===== src/rtl/regfile_wb_arbiter_if.sv =====
// Writeback bus between the two requesters, the issue/scoreboard side and the
// register file write port of regfile_wb_arbiter.
interface regfile_wb_arbiter_if #(
  parameter int XLEN = 32
);
  logic            i_a_valid;
  logic [4:0]      i_a_rd;
  logic [XLEN-1:0] i_a_data;
  logic            o_a_ready;
  logic            i_b_valid;
  logic [4:0]      i_b_rd;
  logic [XLEN-1:0] i_b_data;
  logic            o_b_ready;
  logic            i_issue_valid;
  logic [4:0]      i_issue_rd;
  logic [31:0]     o_busy;
  logic            o_readwrite;
  logic [4:0]      o_writereg;
  logic [XLEN-1:0] o_writedata;
  logic            o_err;

  modport slave (
    input  i_a_valid, i_a_rd, i_a_data,
    input  i_b_valid, i_b_rd, i_b_data,
    input  i_issue_valid, i_issue_rd,
    output o_a_ready, o_b_ready, o_busy,
    output o_readwrite, o_writereg, o_writedata, o_err
  );

  modport master (
    output i_a_valid, i_a_rd, i_a_data,
    output i_b_valid, i_b_rd, i_b_data,
    output i_issue_valid, i_issue_rd,
    input  o_a_ready, o_b_ready, o_busy,
    input  o_readwrite, o_writereg, o_writedata, o_err
  );
endinterface


===== src/rtl/regfile_wb_arbiter.sv =====
// Two-requester writeback arbiter with a pending-destination scoreboard.
// Optional macro WB_OUTPUT_REG_EN registers the register-file write outputs.
`ifndef REG_WRITE_EN
`define REG_WRITE_EN 1'b1
`endif

module regfile_wb_arbiter #(
  parameter int MAX_WAIT = 4,
  parameter int XLEN     = 32
) (
  input  logic                 i_clock,
  input  logic                 i_reset_n,
  regfile_wb_arbiter_if.slave  bus
);

  localparam logic [3:0] MAX_WAIT_C = 4'(MAX_WAIT);
  localparam logic       WE_ON      = `REG_WRITE_EN;
  localparam logic       WE_OFF     = ~WE_ON;

  logic [3:0]      wait_cnt_q, wait_cnt_d;
  logic [31:0]     busy_q, busy_d;
  logic            err_q, err_d;
  logic            grant_a_s, grant_b_s;
  logic [4:0]      com_rd_s;
  logic [XLEN-1:0] com_data_s;
  logic            com_we_s;
  logic [31:0]     set_vec_s, clr_vec_s, busy_live_s;
  logic            err_waw_s, err_unowed_s, err_aover_s;

  // Arbitration: B wins a contested cycle only once it has waited MAX_WAIT times
  always_comb begin
    grant_a_s = 1'b0;
    grant_b_s = 1'b0;
    case ({bus.i_a_valid, bus.i_b_valid})
      2'b10: grant_a_s = 1'b1;
      2'b01: grant_b_s = 1'b1;
      2'b11: begin
        if (wait_cnt_q < MAX_WAIT_C) begin
          grant_a_s = 1'b1;
        end else begin
          grant_b_s = 1'b1;
        end
      end
      default: begin
        grant_a_s = 1'b0;
        grant_b_s = 1'b0;
      end
    endcase
  end

  // Starvation counter: counts contested cycles lost by B
  always_comb begin
    wait_cnt_d = wait_cnt_q;
    if (!bus.i_b_valid || grant_b_s) begin
      wait_cnt_d = 4'd0;
    end else if (grant_a_s && (wait_cnt_q < MAX_WAIT_C)) begin
      wait_cnt_d = wait_cnt_q + 4'd1;
    end else begin
      wait_cnt_d = wait_cnt_q;
    end
  end

  // Selected write; x0 is granted but never enables the register file
  always_comb begin
    com_rd_s   = 5'd0;
    com_data_s = '0;
    if (grant_b_s) begin
      com_rd_s   = bus.i_b_rd;
      com_data_s = bus.i_b_data;
    end else if (grant_a_s) begin
      com_rd_s   = bus.i_a_rd;
      com_data_s = bus.i_a_data;
    end else begin
      com_rd_s   = 5'd0;
      com_data_s = '0;
    end
    com_we_s = (grant_a_s || grant_b_s) && (com_rd_s != 5'd0);
  end

  assign bus.o_a_ready = i_reset_n & grant_a_s;
  assign bus.o_b_ready = i_reset_n & grant_b_s;

`ifdef WB_OUTPUT_REG_EN
  logic            wr_en_q;
  logic [4:0]      wr_rd_q;
  logic [XLEN-1:0] wr_data_q;
  logic            wb_b_q;

  // Output stage: write is presented one cycle after the handshake
  always_ff @(posedge i_clock or negedge i_reset_n) begin
    if (!i_reset_n) begin
      wr_en_q   <= 1'b0;
      wr_rd_q   <= 5'd0;
      wr_data_q <= '0;
      wb_b_q    <= 1'b0;
    end else begin
      wr_en_q   <= com_we_s;
      wr_rd_q   <= com_rd_s;
      wr_data_q <= com_data_s;
      wb_b_q    <= grant_b_s;
    end
  end

  assign bus.o_readwrite = wr_en_q ? WE_ON : WE_OFF;
  assign bus.o_writereg  = wr_rd_q;
  assign bus.o_writedata = wr_data_q;
  assign clr_vec_s = (wb_b_q && (wr_rd_q != 5'd0)) ? (32'd1 << wr_rd_q) : 32'd0;
`else
  assign bus.o_readwrite = (i_reset_n && com_we_s) ? WE_ON : WE_OFF;
  assign bus.o_writereg  = i_reset_n ? com_rd_s : 5'd0;
  assign bus.o_writedata = i_reset_n ? com_data_s : '0;
  assign clr_vec_s = (grant_b_s && (bus.i_b_rd != 5'd0)) ? (32'd1 << bus.i_b_rd) : 32'd0;
`endif

  assign set_vec_s   = (bus.i_issue_valid && (bus.i_issue_rd != 5'd0)) ?
                       (32'd1 << bus.i_issue_rd) : 32'd0;
  // A bit being cleared this cycle may be reissued without counting as WAW
  assign busy_live_s = busy_q & ~clr_vec_s;

  // Scoreboard update (set beats clear) and sticky protocol errors
  always_comb begin
    busy_d       = busy_live_s | set_vec_s;
    err_waw_s    = bus.i_issue_valid && (bus.i_issue_rd != 5'd0) && busy_live_s[bus.i_issue_rd];
    err_unowed_s = grant_b_s && (bus.i_b_rd != 5'd0) && !busy_q[bus.i_b_rd];
    err_aover_s  = grant_a_s && busy_q[bus.i_a_rd];
    err_d        = err_q | err_waw_s | err_unowed_s | err_aover_s;
  end

  // State registers
  always_ff @(posedge i_clock or negedge i_reset_n) begin
    if (!i_reset_n) begin
      wait_cnt_q <= 4'd0;
      busy_q     <= 32'd0;
      err_q      <= 1'b0;
    end else begin
      wait_cnt_q <= wait_cnt_d;
      busy_q     <= busy_d;
      err_q      <= err_d;
    end
  end

  assign bus.o_busy = busy_q;
  assign bus.o_err  = err_q;

endmodule


===== src/flat_wrapper.sv =====
// flat-port wrapper written by rule: the top's interface ports become plain ports
module regfile_wb_arbiter_flat 
#(
  parameter int MAX_WAIT = 4,
  parameter int XLEN     = 32
)
  (i_clock, i_reset_n, bus_i_a_valid, bus_i_a_rd, bus_i_a_data, bus_i_b_valid, bus_i_b_rd, bus_i_b_data, bus_i_issue_valid, bus_i_issue_rd, bus_o_a_ready, bus_o_b_ready, bus_o_busy, bus_o_readwrite, bus_o_writereg, bus_o_writedata, bus_o_err);
  regfile_wb_arbiter_if #(.XLEN(XLEN)) bus_i ();
  input  logic i_clock;
  input  logic i_reset_n;
  input wire logic [$bits(bus_i.i_a_valid)-1:0] bus_i_a_valid;
  input wire logic [$bits(bus_i.i_a_rd)-1:0] bus_i_a_rd;
  input wire logic [$bits(bus_i.i_a_data)-1:0] bus_i_a_data;
  input wire logic [$bits(bus_i.i_b_valid)-1:0] bus_i_b_valid;
  input wire logic [$bits(bus_i.i_b_rd)-1:0] bus_i_b_rd;
  input wire logic [$bits(bus_i.i_b_data)-1:0] bus_i_b_data;
  input wire logic [$bits(bus_i.i_issue_valid)-1:0] bus_i_issue_valid;
  input wire logic [$bits(bus_i.i_issue_rd)-1:0] bus_i_issue_rd;
  output wire logic [$bits(bus_i.o_a_ready)-1:0] bus_o_a_ready;
  output wire logic [$bits(bus_i.o_b_ready)-1:0] bus_o_b_ready;
  output wire logic [$bits(bus_i.o_busy)-1:0] bus_o_busy;
  output wire logic [$bits(bus_i.o_readwrite)-1:0] bus_o_readwrite;
  output wire logic [$bits(bus_i.o_writereg)-1:0] bus_o_writereg;
  output wire logic [$bits(bus_i.o_writedata)-1:0] bus_o_writedata;
  output wire logic [$bits(bus_i.o_err)-1:0] bus_o_err;
  assign bus_i.i_a_valid = bus_i_a_valid;
  assign bus_i.i_a_rd = bus_i_a_rd;
  assign bus_i.i_a_data = bus_i_a_data;
  assign bus_i.i_b_valid = bus_i_b_valid;
  assign bus_i.i_b_rd = bus_i_b_rd;
  assign bus_i.i_b_data = bus_i_b_data;
  assign bus_i.i_issue_valid = bus_i_issue_valid;
  assign bus_i.i_issue_rd = bus_i_issue_rd;
  assign bus_o_a_ready = bus_i.o_a_ready;
  assign bus_o_b_ready = bus_i.o_b_ready;
  assign bus_o_busy = bus_i.o_busy;
  assign bus_o_readwrite = bus_i.o_readwrite;
  assign bus_o_writereg = bus_i.o_writereg;
  assign bus_o_writedata = bus_i.o_writedata;
  assign bus_o_err = bus_i.o_err;
  regfile_wb_arbiter #(.MAX_WAIT(MAX_WAIT), .XLEN(XLEN)) u_core (.i_clock(i_clock), .i_reset_n(i_reset_n), .bus(bus_i));
endmodule

===== config.mk =====
export PLATFORM = sky130hd
export DESIGN_NAME = regfile_wb_arbiter_flat
export DESIGN_NICKNAME = d
export VERILOG_FILES = /design/src/rtl/regfile_wb_arbiter_if.sv /design/src/rtl/regfile_wb_arbiter.sv /design/src/flat_wrapper.sv
export SDC_FILE = /design/constraint.sdc
export NUM_CORES = 1
export LEC_CHECK = 0
export BUFFER_PORTS_ARGS = -buffer_cell sky130_fd_sc_hd__buf_2
export CAP_MARGIN = 20
export CORE_MARGIN = 2
export CORE_UTILIZATION = 40
export DETAILED_ROUTE_END_ITERATION = 7
export PLACE_DENSITY = 0.69
export SETUP_SLACK_MARGIN = 0.2
export SKIP_LAST_GASP = 1
export SLEW_MARGIN = 40
export SYNTH_ARGS = -nofsm -noshare
export SYNTH_HDL_FRONTEND = slang
export SYNTH_SLANG_ARGS = --single-unit

===== constraint.sdc =====
create_clock -name i_clock -period 4.5 [get_ports i_clock]
set_clock_uncertainty 0.1 [all_clocks]
set_input_delay 0.675 -clock i_clock [delete_from_list [all_inputs] [get_ports i_clock]]
set_output_delay 0.675 -clock i_clock [all_outputs]
set_load 0.02 [all_outputs]

==> results.tsv <==
metric	value	unit
status	complete, no violations	
Placer Congestion	0.978	
max-cap violations	0	
CTS Buffer Depth	2	
Post-Layout Cell Count	550	
Filler cells	724	
Multi-input gate area	1980	µm²
worst setup margin	1.38	ns
die span in y	91.7	µm
required time of the worst setup path	3.72	ns
Yosys reg bits	37	
Nets	535	
final routed DRC violation total	0	
most used cell along the critical path	buf_2	
first-pass GRT wire length	18200	µm
io pins	157	
clock-pin slew on the worst setup and hold paths	0.08	ns
GR Overflow Total	0	
ant diodes	0	
Synth top area share	30.1	%
Largest stage delay, worst path	0.67	ns
WL per Instance	22.0	µm
post-synthesis sequential area ratio	30.1	%
Max FO, Critical Path	44	
Syn Std Cell Area	3080	µm²
Post-synth top cells	58 x o21ai_0, 37 x dfrtp_1, 32 x a22o_1, 21 x mux4_2, 20 x clkbuf_1	
post-synthesis async set-or-reset flop share	100	%
Routed WL	12100	µm
I/O Buffers	156	
Rows	31	
fmax	320	MHz
Iter 0 DRT Violations	390	
Inst Count DP	542	
synthesis-to-layout area growth	28.3	%
final setup violation count	0	
H-tree depth	2	
crit path cell chain	buf_2 > buf_4 > and3_2 > a22o_1 > buf_2	
number of distinct library cells after synthesis	58	
HPWL after DPL	9090	µm
largest net degree at the start of global routing	45	
pre-CTS setup slack	1.32	ns
Worst-Skew Late Latency	0.30	ns
flop2flop setup slack	2.10	ns
Num Clock Sinks	37	
Area after DPL	3830	µm²
post-CTS setup buffer count	0	
maximum vdd drop	0.198	mV
number of synthesized flops with an enable pin	0	
top-count cell post-synth	o21ai_0	
Routed Antenna Nets	0	
PD cells	349	nW/µm²
Die Wd	91.7	µm
initial antenna violation count	0	
Crit Path Class	primary input to primary output	
Slew @ Worst Pin	0.621	ns
most common flop cell mapped by yosys	dfrtp_1	
Max transition margin	58.6	%
Tcrit/Tclk final	69.4	%
via/cell ratio	6.40	
CTS Hold Buffers Added	0	
critical path endpoint category	primary output	
Final Hold Vio Count	0	
setup TNS	0	ns
WP data arrival	2.35	ns
Synth area leaders	dfrtp_1 30%, mux4_2 15%, o21ai_0 9.4%	
Period minus WS final	3.12	ns
Synth area leader	dfrtp_1	
Worst path slowest cell	and3_2	
clock root cell	clkbuf_8	
cells after synthesis	319	
fin area	3950	µm²
Hold WS	0.336	ns
router iterations before antenna repair	5	
CTS buffer count	5	
vias in the first global route	3357	
TritonCTS clock tree	built	
fin. max-slew vios	0	
CP startpoint kind	primary input	
die area	8410	µm²
Reg area	926	µm²
share of layout cells above drive strength 1	45.0	%
# resized after CTS	0	
detailed-route via count	3521	
Initial Utilization	42.0	%
syn nets	404	
RSZ-0062 raised after global routing	false	
worst hold path class	primary input to asynchronous set/reset pin	
average cell area after synthesis	9.64	µm²
P_leak	1.80	nW
gr usage total	28.0	%
Yosys Warn Count	0	
core outline area	7330	µm²
area by class of cell:
cell class                 count  share of cell area [%]
clock buffer                   6                    2.09
clock inverter                 2                   0.951
inverter                       3                   0.285
multi-input combinational    246                    50.1
sequential                    37                    23.5
tap                           99                    3.14
timing repair buffer         157                    20.0
cells by family after synthesis:
kind of cell	synth area share (%)
compound gates	30.8
xor+xnor	0.570
fa+ha+maj	0.407
buf+inv	5.65
flops	30.1
mux	16.7
other cells	0.122
simple gates	15.7
flip-flops by register name, indices dropped and copies added (netlist names):
signal and flops:
u_core.bus.o_busy 32, u_core.bus.o_err 1, u_core.wait_cnt_q 4
through the flow:
stage               total power (W)  utilization [%]
floorplan                  0.000845                -
global placement            0.00106             52.2
detailed placement          0.00107             52.2
CTS                         0.00138             53.8
global route                0.00145             53.8
finish                      0.00138             53.8
layout by cell type, fill, tap and decap left out, drive strengths merged, types with 2 or more instances in the layout:
cell type    n
o21ai       59
o211ai       3
nand3b       2
and3         5
mux4        21
mux2i        4
nand3        9
nand4        3
o31ai        5
o211a        3
dfrtp       37
a22o        32
or3b         2
o22a         4
inv          3
xnor2        2
a21boi       4
nor3         6
nand2       16
nor3b        4
o22ai        4
clkbuf       6
a21oi        3
and2         2
nor2         7
or2          5
or3          9
nand2b       7
nor4         2
nor2b        4
o41ai        5
buf        157
report_power, final:
part           switching [W]  leakage, nW  internal, W
sequential         0.0000900        0.450     0.000401
combinational       0.000333         1.30     0.000249
clock               0.000125       0.0574     0.000180
critical path: cells and delay by family:
family | cells | cell delay [ns]
buffers and inverters | 3 | 0.71
and+or+nand+nor | 1 | 0.67
AOI/OAI and AO/OA | 1 | 0.26
metal layers:
layer | track usage, % | vias to the layer above | routed length (µm) | share of wire (%)
met2 | 48.2 | 287 | 5990 | 50
met4 | 10.6 | 0 | 380 | 3.1
met1 | 34.6 | 1675 | 4330 | 36
li1 | - | 1526 | - | -
met5 | 0 | - | 0 | 0
met3 | 5.67 | 33 | 1380 | 11
final timing paths:
check / cells past startpoint / from / end
setup / recovery: 5 / i_reset_n / bus_o_writedata[14]
hold / removal: 2 / i_reset_n / u_core.bus.o_err$_DFF_PN0_
setup reg to reg: 7 / u_core.wait_cnt_q[2]$_DFFE_PN0P_ / u_core.bus.o_err$_DFF_PN0_
hold reg to reg: 1 / u_core.wait_cnt_q[0]$_DFFE_PN0P_ / u_core.wait_cnt_q[0]$_DFFE_PN0P_
max in group asynchronous: 2 / i_reset_n / u_core.bus.o_busy[22]$_DFF_PN0_
min in group i_clock: 1 / u_core.wait_cnt_q[0]$_DFFE_PN0P_ / u_core.wait_cnt_q[0]$_DFFE_PN0P_
No activity file was read; power rests on OpenSTA's default activity.
